[src/rtl/serial_subtractor_24.sv]
`default_nettype none
// ============================================================================
// Module      : serial_subtractor_24
// Description : Bit-serial two's-complement subtractor, DIFF = A - B - BorrowIn.
//               One full-subtractor cell and a registered borrow process one
//               bit per clock, LSB first, over WIDTH cycles. Start/Busy/Done
//               handshake; produces borrow, signed-overflow and zero flags.
// Ports       : clk        - sole clock, rising edge
//               rst        - synchronous active-high reset
//               start      - request, sampled in IDLE or DONE
//               a, b       - minuend / subtrahend, captured on accept
//               borrow_in  - initial borrow, captured on accept
//               busy       - high while bits are being processed
//               done       - one-cycle pulse when results become valid
//               diff       - A - B - BorrowIn modulo 2^WIDTH
//               bout       - final borrow (unsigned A < B + BorrowIn)
//               ovf        - signed overflow
//               zero       - diff == 0
// Revision    : 1.0 - initial release
// ============================================================================
module serial_subtractor_24 #(
    parameter int WIDTH = 24
) (
    input  logic             clk,
    input  logic             rst,
    input  logic             start,
    input  logic [WIDTH-1:0] a,
    input  logic [WIDTH-1:0] b,
    input  logic             borrow_in,
    output logic             busy,
    output logic             done,
    output logic [WIDTH-1:0] diff,
    output logic             bout,
    output logic             ovf,
    output logic             zero
);

    localparam int                 CNT_W  = $clog2(WIDTH);
    localparam logic [CNT_W-1:0]   C_LAST = CNT_W'(WIDTH - 1);

    typedef enum logic [1:0] {
        S_IDLE = 2'd0,
        S_RUN  = 2'd1,
        S_DONE = 2'd2
    } state_t;

    state_t             r_state;
    state_t             w_state_nxt;

    logic [WIDTH-1:0]   r_ash;
    logic [WIDTH-1:0]   r_bsh;
    // Holds the WIDTH-1 most recent difference bits; the newest bit is
    // combined with it on the final step to form the full result.
    logic [WIDTH-2:0]   r_res;
    logic               r_borrow;
    logic [CNT_W-1:0]   r_cnt;

    logic [WIDTH-1:0]   r_diff;
    logic               r_bout;
    logic               r_ovf;
    logic               r_zero;

    logic               w_accept;
    logic               w_last;
    logic               w_a;
    logic               w_b;
    logic               w_w;
    logic               w_d;
    logic               w_borrow_nxt;
    logic [WIDTH-1:0]   w_full;

    assign w_accept = start && (r_state != S_RUN);
    assign w_last   = (r_state == S_RUN) && (r_cnt == C_LAST);

    // Single full-subtractor cell
    assign w_a          = r_ash[0];
    assign w_b          = r_bsh[0];
    assign w_w          = r_borrow;
    assign w_d          = w_a ^ w_b ^ w_w;
    assign w_borrow_nxt = (~w_a & w_b) | (~w_a & w_w) | (w_b & w_w);
    assign w_full       = {w_d, r_res};

    // ------------------------------------------------------------------
    // State register
    // ------------------------------------------------------------------
    always_ff @(posedge clk) begin
        if (rst) begin
            r_state <= S_IDLE;
        end else begin
            r_state <= w_state_nxt;
        end
    end

    // ------------------------------------------------------------------
    // Next-state logic
    // ------------------------------------------------------------------
    always_comb begin
        w_state_nxt = r_state;
        case (r_state)
            S_IDLE:  if (start) w_state_nxt = S_RUN;
            S_RUN:   if (w_last) w_state_nxt = S_DONE;
            S_DONE:  w_state_nxt = start ? S_RUN : S_IDLE;
            default: w_state_nxt = S_IDLE;
        endcase
    end

    // ------------------------------------------------------------------
    // Datapath and result registers
    // ------------------------------------------------------------------
    always_ff @(posedge clk) begin
        if (rst) begin
            r_ash    <= '0;
            r_bsh    <= '0;
            r_res    <= '0;
            r_borrow <= 1'b0;
            r_cnt    <= '0;
            r_diff   <= '0;
            r_bout   <= 1'b0;
            r_ovf    <= 1'b0;
            r_zero   <= 1'b0;
        end else if (w_accept) begin
            r_ash    <= a;
            r_bsh    <= b;
            r_borrow <= borrow_in;
            r_cnt    <= '0;
        end else if (r_state == S_RUN) begin
            r_ash    <= r_ash >> 1;
            r_bsh    <= r_bsh >> 1;
            r_res    <= w_full[WIDTH-1:1];
            r_borrow <= w_borrow_nxt;
            r_cnt    <= r_cnt + 1'b1;
            if (w_last) begin
                // On the last step the cell inputs are the captured sign
                // bits, so overflow needs no separate copy of A/B.
                r_diff <= w_full;
                r_bout <= w_borrow_nxt;
                r_ovf  <= (w_a != w_b) && (w_d != w_a);
                r_zero <= (w_full == '0);
            end
        end
    end

    assign busy = (r_state == S_RUN);
    assign done = (r_state == S_DONE);
    assign diff = r_diff;
    assign bout = r_bout;
    assign ovf  = r_ovf;
    assign zero = r_zero;

endmodule
`default_nettype wire

[config.mk]
export PLATFORM = sky130hd
export DESIGN_NAME = serial_subtractor_24
export DESIGN_NICKNAME = d
export VERILOG_FILES = /design/src/rtl/serial_subtractor_24.sv
export SDC_FILE = /design/constraint.sdc
export NUM_CORES = 1
export LEC_CHECK = 0
export CAP_MARGIN = 20
export CORE_MARGIN = 3
export CORE_UTILIZATION = 45
export DETAILED_ROUTE_END_ITERATION = 8
export MAX_ROUTING_LAYER = met4
export PLACE_DENSITY = 0.81
export SYNTH_ARGS = -nofsm -noshare
export SYNTH_HDL_FRONTEND = slang
export SYNTH_SLANG_ARGS = --single-unit
[constraint.sdc]
create_clock -name clk -period 3.87 [get_ports clk]
set_clock_uncertainty 0.15 [all_clocks]
set_input_delay 0.774 -clock clk [delete_from_list [all_inputs] [get_ports clk]]
set_output_delay 0.774 -clock clk [all_outputs]
set_load 0.01 [all_outputs]
==> results, run 1 <==
- The floorplan step set the die width to 103 um.
- The total negative slack is 0 ns.
- The initial detailed-routing violation count is 203.
- TritonCTS built the clock tree.
- The number of buffers on the longest clock path is 2.
- The finished layout holds 644 standard cells, fillers aside.
- At the end of the flow the core is filled with cells to 0.584.
- Before antenna repair, the detailed router went through 4 iterations.
- The worst setup path is of the reg2out kind.
- The required time reported for the critical path endpoint is ~3.0 ns.
- The area added between synthesis and finish is 23.7%.
- The post-route antenna net violation count is 0.
- The number of nets in the synthesized netlist is roughly 530.
- The share of the Yosys chip area taken by registers is 0.505.
- The H-tree depth is 3.
- Data arrives at the worst endpoint at between 1.5 and 2 ns.
- The share of layout cells above drive strength 1 is 0.0466.
- The logic gate share of total power is 0.118.
- The count of final max-slew check failures is 0.
- In this run the worst hold path is classified as reg2reg.
- Synthesis produced 474 cells.
- The Yosys step of the flow raised 0 warnings.
- Entering global routing, the biggest net connects 103 pins.
- The via density per instance is 5.23.
- The filler cells instantiated in the layout total 788.
- The synthesized design spends more area on one cell type than any other, namely sky130_fd_sc_hd__dfxtp_1.
- Setup slack closes at 1.35 ns.
- Once the clock tree was built, the resizer swapped 0 gates to a different size.
- Of all nets on the critical path, the largest fanout is 24.
- The worst slack at placement is approximately 1.6 ns.
- Input and output buffers added on the ports amount to 80.
- The total via count after detailed routing is 3371.
- After detailed routing, the number of remaining DRC violations is 0.
- The final-report setup violation count is 0.
- The clock tree root buffer cell is sky130_fd_sc_hd__clkbuf_8.
- The initial utilization of the core area, before any placement, comes to 0.472.
- The total grt overflow is 0.
- Of the post-synthesis cell area, the dominant cell type holds 0.505.
- The headroom to the max-slew limit is 0.314.
- For this design, the CTS-stage hold fixing added 0 buffers.
- The flow ran to the end, and the final reports show no timing, DRC or antenna violations.
- The weighted congestion at the end of routability-driven global placement is between 0.7 and 0.8.
- The first global-routing pass estimated between 10000 and 15000 um of wire.
- The number of distinct library cells after synthesis is 28.
- The net switching power figure is 0.552 mW.
- The sequential share of power is 0.568.
- At the later pin of the worst-skew pair, clock insertion delay measures around 0.37 ns.
- The total power density per cell area is 397 nW/um2.
- In the global route stage, overall resource usage came out at 0.178.
- The switching part of the total is 0.267.
- After layout, the minimum clock period comes to 2.52 ns.
- Internal power comes to about 1.5 mW.
- The design draws between 2 and 2.5 mW.
- The post-synthesis average cell area is 8.86 um2.
- The transition time at the pin with the least slew margin is 1.03 ns.
- The floorplan step defined a die boundary enclosing about 11000 um2.
- Across the run, the number of max-cap violations was 0.
- STA classifies the critical path startpoint as a flop.
- In this run the static leakage power is 1.96 nW.
- The boundary pin count is 81.
- Counting every sink on the clock net gives about 110.
- The mapped netlist covers about 4200 um2.
- The cell count after placement is 627.
- The final hold violation count came to 0.
- The total clock buffers created by CTS is 9.
- The number of global-route vias before repair came to 3166.
- Dividing the final minimum period by the clock period gives 0.652.
- After floorplanning, the core was sized to cover 8890 um2.
- The total routed wirelength is 8950 um.
- The share of total power in the clock network is 0.314.
- The maximum vdd ir drop is 191 uV.
- The initial antenna violation count is 0.
- Setup repair after global routing left no endpoint under its margin.
- Yosys attributes the largest share of cell area to sky130_fd_sc_hd__dfxtp_1 (51%), sky130_fd_sc_hd__mux2i_1 (12%), sky130_fd_sc_hd__a211oi_1 (8.8%).
- The buffer count from post-CTS setup fixing is 0.
- The kind of end point of the critical path is an output port.
- In the final design database the tool counted a little under 600 nets.
- The HPWL after detailed placement is between 5000 and 6000 um.
- Counting flops and latches in the post-synthesis netlist gives 106.
- The clock-pin slew of the registers on the worst-case setup and hold paths is 0.11 ns.
- After detailed routing, the average wire length per cell comes to 13.9 um.
- The number of cell rows is 34.
- The die height is 103 um.
- 0 antenna diodes ended up in the layout.
- The peak clock frequency supported by timing is 396 MHz.
## sequential cells by signal, summed over array words and instances (netlist names)
register	cells
r_res	23
bout	1
diff	24
r_ash	24
r_cnt	5
zero	1
r_borrow	1
r_bsh	24
ovf	1
r_state	2
## Yosys cell counts
library cell / count
sky130_fd_sc_hd__dfxtp_1: 106
sky130_fd_sc_hd__nand2_1: 97
sky130_fd_sc_hd__nor2_1: 55
sky130_fd_sc_hd__a211oi_1: 49
sky130_fd_sc_hd__a21oi_1: 49
sky130_fd_sc_hd__mux2i_1: 49
sky130_fd_sc_hd__clkbuf_1: 21
sky130_fd_sc_hd__buf_1: 8
sky130_fd_sc_hd__buf_2: 8
sky130_fd_sc_hd__nor4_1: 5
sky130_fd_sc_hd__xor2_1: 4
sky130_fd_sc_hd__nand4_1: 3
sky130_fd_sc_hd__ha_1: 2
sky130_fd_sc_hd__inv_1: 2
sky130_fd_sc_hd__nor2b_1: 2
sky130_fd_sc_hd__nor3_1: 2
sky130_fd_sc_hd__a21o_1: 1
sky130_fd_sc_hd__a21oi_2: 1
sky130_fd_sc_hd__and4_1: 1
sky130_fd_sc_hd__buf_6: 1
sky130_fd_sc_hd__fa_1: 1
sky130_fd_sc_hd__nand2b_1: 1
sky130_fd_sc_hd__nand4b_2: 1
sky130_fd_sc_hd__nor2_2: 1
sky130_fd_sc_hd__nor4b_1: 1
sky130_fd_sc_hd__or2_1: 1
sky130_fd_sc_hd__or3_1: 1
sky130_fd_sc_hd__xnor2_1: 1
## cell usage in the layout (no fill, tap or decap), types with 2 or more instances in the layout
cell                              count
sky130_fd_sc_hd__clkdlybuf4s50_1     78
sky130_fd_sc_hd__a211oi_1            49
sky130_fd_sc_hd__nor4_1               5
sky130_fd_sc_hd__a21oi_1             49
sky130_fd_sc_hd__inv_1                2
sky130_fd_sc_hd__inv_6                4
sky130_fd_sc_hd__nor2b_1              2
sky130_fd_sc_hd__dfxtp_1            106
sky130_fd_sc_hd__nand2_1             97
sky130_fd_sc_hd__xor2_1               4
sky130_fd_sc_hd__mux2i_1             49
sky130_fd_sc_hd__nand4_1              3
sky130_fd_sc_hd__nor3_1               2
sky130_fd_sc_hd__buf_4                4
sky130_fd_sc_hd__ha_1                 2
sky130_fd_sc_hd__nor2_1              55
sky130_fd_sc_hd__clkbuf_8             9
## final timing paths
path               from  endpoint  slack [ns]  cells past startpoint
max          r_state[0]      busy        1.35                      3
min            diff[16]  diff[16]        0.31                      2
max reg2reg    r_cnt[0]       ovf        1.64                      5
min reg2reg    diff[16]  diff[16]        0.31                      2
## worst max-delay path, stage by stage (launching register included)
cell and delay, ns:
sky130_fd_sc_hd__dfxtp_1 0.40, sky130_fd_sc_hd__nand2b_4 0.18, sky130_fd_sc_hd__inv_1 0.12, sky130_fd_sc_hd__clkdlybuf4s50_1 0.54
## layout make-up
| cell class | count | area [um2] | area share |
|---|---|---|---|
| Inverter | 2 | 7.51 | 0.00145 |
| Sequential cell | 106 | 2120 | 0.408 |
| Clock buffer | 10 | 128 | 0.0246 |
| Clock inverter | 6 | 55.1 | 0.0106 |
| Tap cell | 108 | 135 | 0.0260 |
| Timing Repair Buffer | 84 | 831 | 0.160 |
| Multi-Input combinational cell | 328 | 1920 | 0.369 |
## per-layer routing
metal  vias up  share of wire  routed length (um)  track usage
li1       1742              -                   -            -
met1      1571           0.47                4160        0.235
met2        54           0.49                4430        0.286
met3         4          0.033                 299       0.0338
met4         0         0.0066                  59       0.0424
met5         -              0                   0            -
## power groups by stage
stage                     Combinational (mW)  Clock [mW]  Sequential, mW
final                                  0.243       0.649            1.17
after global routing                   0.272       0.708            1.18
after CTS                              0.245       0.662            1.17
after detailed placement               0.243           0            1.20
after global placement                 0.236           0            1.20
after floorplan                        0.162           0            1.19
## logic make-up (layout without fill, tap and decap cells)
group	count (synthesis)	in the layout	share of synthesized area
simple gates	171	171	0.167
flops	106	106	0.505
compound gates	100	100	0.150
mux	49	49	0.117
buf+inv	40	102	0.0399
xor+xnor	5	5	0.0104
fa+ha+maj	3	3	0.0107
## metrics by stage
| stage | hold slack [ns] | area (um2) |
|---|---|---|
| after detailed placement | 0.297 | 5000 |
| final | 0.309 | 5190 |
| after global placement | 0.294 | 5000 |
| after CTS | 0.313 | 5180 |
| after global routing | 0.326 | 5190 |
| after floorplan | 0.295 | 4200 |
(Power assumes the default switching activity.)
==> run 2, diff against run 1 <==
--- a/config.mk
+++ b/config.mk
@@ -10,7 +10,7 @@
 export CORE_UTILIZATION = 45
 export DETAILED_ROUTE_END_ITERATION = 8
 export MAX_ROUTING_LAYER = met4
-export PLACE_DENSITY = 0.81
+export PLACE_DENSITY = 0.84
 export SYNTH_ARGS = -nofsm -noshare
 export SYNTH_HDL_FRONTEND = slang
 export SYNTH_SLANG_ARGS = --single-unit
==> constraint.sdc (replaced) <==
create_clock -name clk -period 2.2 [get_ports clk]
set_clock_uncertainty 0.15 [all_clocks]
set_input_delay 0.44 -clock clk [delete_from_list [all_inputs] [get_ports clk]]
set_output_delay 0.44 -clock clk [all_outputs]
set_load 0.01 [all_outputs]
==> run 2 against run 1 <==
  * Cell count increased by 1.4%
  * Sequential power increased by 76%
  * Register-to-register slack got worse by 1.5 ns
  * Critical path depth unchanged
  * Critical endpoint unchanged
  * Largest power group unchanged
==> results, run 2 (synthesized netlist as in run 1, its figures left out) <==
- The hold buffer count at cts is 0 (unchanged).
- For this run, the top clock speed supported by timing is 486 MHz.
- The die height is 103 um (unchanged).
- The cell count after placement is 633 (+0.96%).
- The die width was 103 um (unchanged).
- The HPWL after detailed placement is 6030 um (+4.0%).
- The required time reported for the critical path endpoint is 1.61 ns (-1.34 ns).
- The initial antenna violation count is 0 (unchanged).
- The capture point of the worst reg-to-reg path is zero.
- The total via count after detailed routing was 3461 (+2.7%).
- The number of iterations in the first detailed-routing pass came to 4 (unchanged).
- The critical-path maximum fanout came to 9 (-63%).
- The final-report setup violation count is 0 (unchanged).
- The share of layout cells above drive strength 1 is 0.0661 (+0.0194).
- The headroom to the max-slew limit is 0.657 (+0.343).
- The CTS tree is done.
- The number of cells in the finished layout apart from fillers is 653 (+1.4%).
- The count of final max-slew check failures is 0 (unchanged).
- The total grt overflow is 0 (unchanged).
- The most common cell after layout, fill and taps aside is sky130_fd_sc_hd__dfxtp_1.
- The overall power after layout came to 3.66 mW (+77%).
- The total negative slack is 0 ns (unchanged).
- The total inserted antenna cells is 0 (unchanged).
- Setup repair after global routing left no endpoint under its margin.
- The arrival time at the worst endpoint is 1.47 ns (-0.13 ns).
- The global-route wire length before repair was 14800 um (-0.42%).
- The all-layer global routing usage is 0.178 (-0.000464).
- The final hold violation count is 0 (unchanged).
- The number of inserted filler cells in the final layout is 752 (-4.6%).
- The final net count is 595 (+1.5%).
- The standard cell core area was 8890 um2 (unchanged).
- The post-detailed-route DRC marker count is 0 (unchanged).
- The number of max-capacitance violations reported is 0 (unchanged).
- The worst-case register-to-register setup slack is 0.19 ns (-1.45 ns).
- The clock tree root buffer cell is sky130_fd_sc_hd__clkbuf_8.
- The post-route fraction of the period consumed by the critical path is 0.936.
- The total power density per cell area is 693 nW/um2 (+74%).
- The flow ran to the end, and the final reports show no timing, DRC or antenna violations.
- The number of cell rows is 34 (unchanged).
- The source of the critical timing path is r_state[1].
- The final standard cell area without fillers is 5280 um2 (+1.7%).
- The fraction of the core area covered by cells at the end of the flow came to 0.594 (+0.00971).
- The worst path in the final design needs a cycle of 2.06 ns, including I/O delays and setup.
- The multi-input gate area in the final layout is 1920 um2 (unchanged).
- The clock latency on the worst-skew pair is 0.36 ns (about the same).
- The startpoint of the worst-slack reg-to-reg timing path is r_ash[0].
- The maximum vdd ir drop is 380 uV (+99%).
- The total routed wirelength was 8890 um (-0.70%).
- The via density per instance is 5.30 (+1.3%).
- The H-tree depth is 3 (unchanged).
- The placed instance area is 5050 um2 (+1.2%).
- The count of cells along the worst register-to-register path was 6 (+1).
- The count of buffers inserted at the top-level ports is 80 (unchanged).
- The initial detailed-routing violation count was 122 (-40%).
- The boundary pin count came to 81 (unchanged).
- The number of global-route vias before repair was 3316 (+4.7%).
- The class of the tightest hold or removal check is reg2reg.
- In the layout the commonest cells are sky130_fd_sc_hd__dfxtp_1 (105), sky130_fd_sc_hd__nand2_1 (97), sky130_fd_sc_hd__clkdlybuf4s50_1 (78), sky130_fd_sc_hd__nor2_1 (55).
- The total area of sequential cells is 2120 um2 (about the same).
- The area of the die is 10500 um2 (unchanged).
- The area growth from synthesis to layout is 25.8%.
- The end point of the critical path is busy.
- The clock-pin slew of the registers on the worst-case setup and hold paths was 0.10 ns (about the same).
- The maximum number of pins on one net before global-route repair is 57 (-45%).
- The post-route antenna net violation count is 0 (unchanged).
- STA classifies the critical path endpoint as an output port.
- The total clock sinks is 106 (unchanged).
- The leakage power figure is 2.01 nW (+2.6%).
- The weighted congestion at the end of routability-driven global placement was 0.760 (+1.7%).
- The critical path is of the reg2out type.
- The average routed wire per standard cell is 13.6 um (-2.1%).
- The hold-critical path depth is 2 (unchanged).
- The number of buffers on the longest clock path is 2 (unchanged).
- The transition time at the pin with the least slew margin was 0.514 ns (-0.514 ns).
- The kind of start point of the critical path is a flop.
- The initial core utilization is 0.472 (unchanged).
- The total clock buffers created by CTS is 9 (unchanged).
run 2: where the power goes:
group / internal, mW / switching [mW] / leakage [nW] / total, mW
registers: 2.01 / 0.0498 / 0.866 / 2.06
clock network: 0.470 / 0.687 / 0.101 / 1.16
logic: 0.223 / 0.219 / 1.05 / 0.442
run 2: how the worst min path moves through the flow:
stage | startpoint | end | slack, ns
floorplan | r_res[0] | diff[0] | 0.30
global placement | diff[0] | diff[0] | 0.30
detailed placement | diff[8] | diff[8] | 0.30
CTS | diff[8] | diff[8] | 0.31
global route | diff[21] | diff[21] | 0.33
finish | diff[8] | diff[8] | 0.31
run 2: area by class of cell:
cell class	instances	area share
clock buffers	10	0.0261
clock inverters	6	0.0109
inverters	2	0.00142
multi-input cells	328	0.363
flip-flops and latches	106	0.402
well taps	108	0.0256
repair buffers	93	0.171
run 2: what timing repair did:
| action | CTS | global route |
|---|---|---|
| buffers inserted | 0 | 4 |
| endpoints found under the setup margin | 0 | 1 |
| hold endpoints to repair | 0 | 0 |
| gates resized for setup | 0 | 1 |
run 2: through the flow:
step                      setup WS, ns  hold WS [ns]
after CTS                       0.0273         0.312
after global placement           0.291         0.296
after global routing            0.0684         0.331
final                            0.140         0.309
after detailed placement         0.201         0.298
after floorplan                  0.362         0.295
run 2: worst max-delay path, cell delays in order, from the launching register on:
cell	delay (ns)
sky130_fd_sc_hd__dfxtp_1	0.32
sky130_fd_sc_hd__nand2b_4	0.18
sky130_fd_sc_hd__inv_1	0.08
sky130_fd_sc_hd__clkdlybuf4s50_1	0.53
run 2: routing by layer:
layer,GRT usage,vias up,share of wire
li1,-,1761,-
met1,0.218,1606,0.45
met2,0.295,81,0.49
met3,0.0372,13,0.047
met4,0.0545,0,0.017
met5,-,-,0
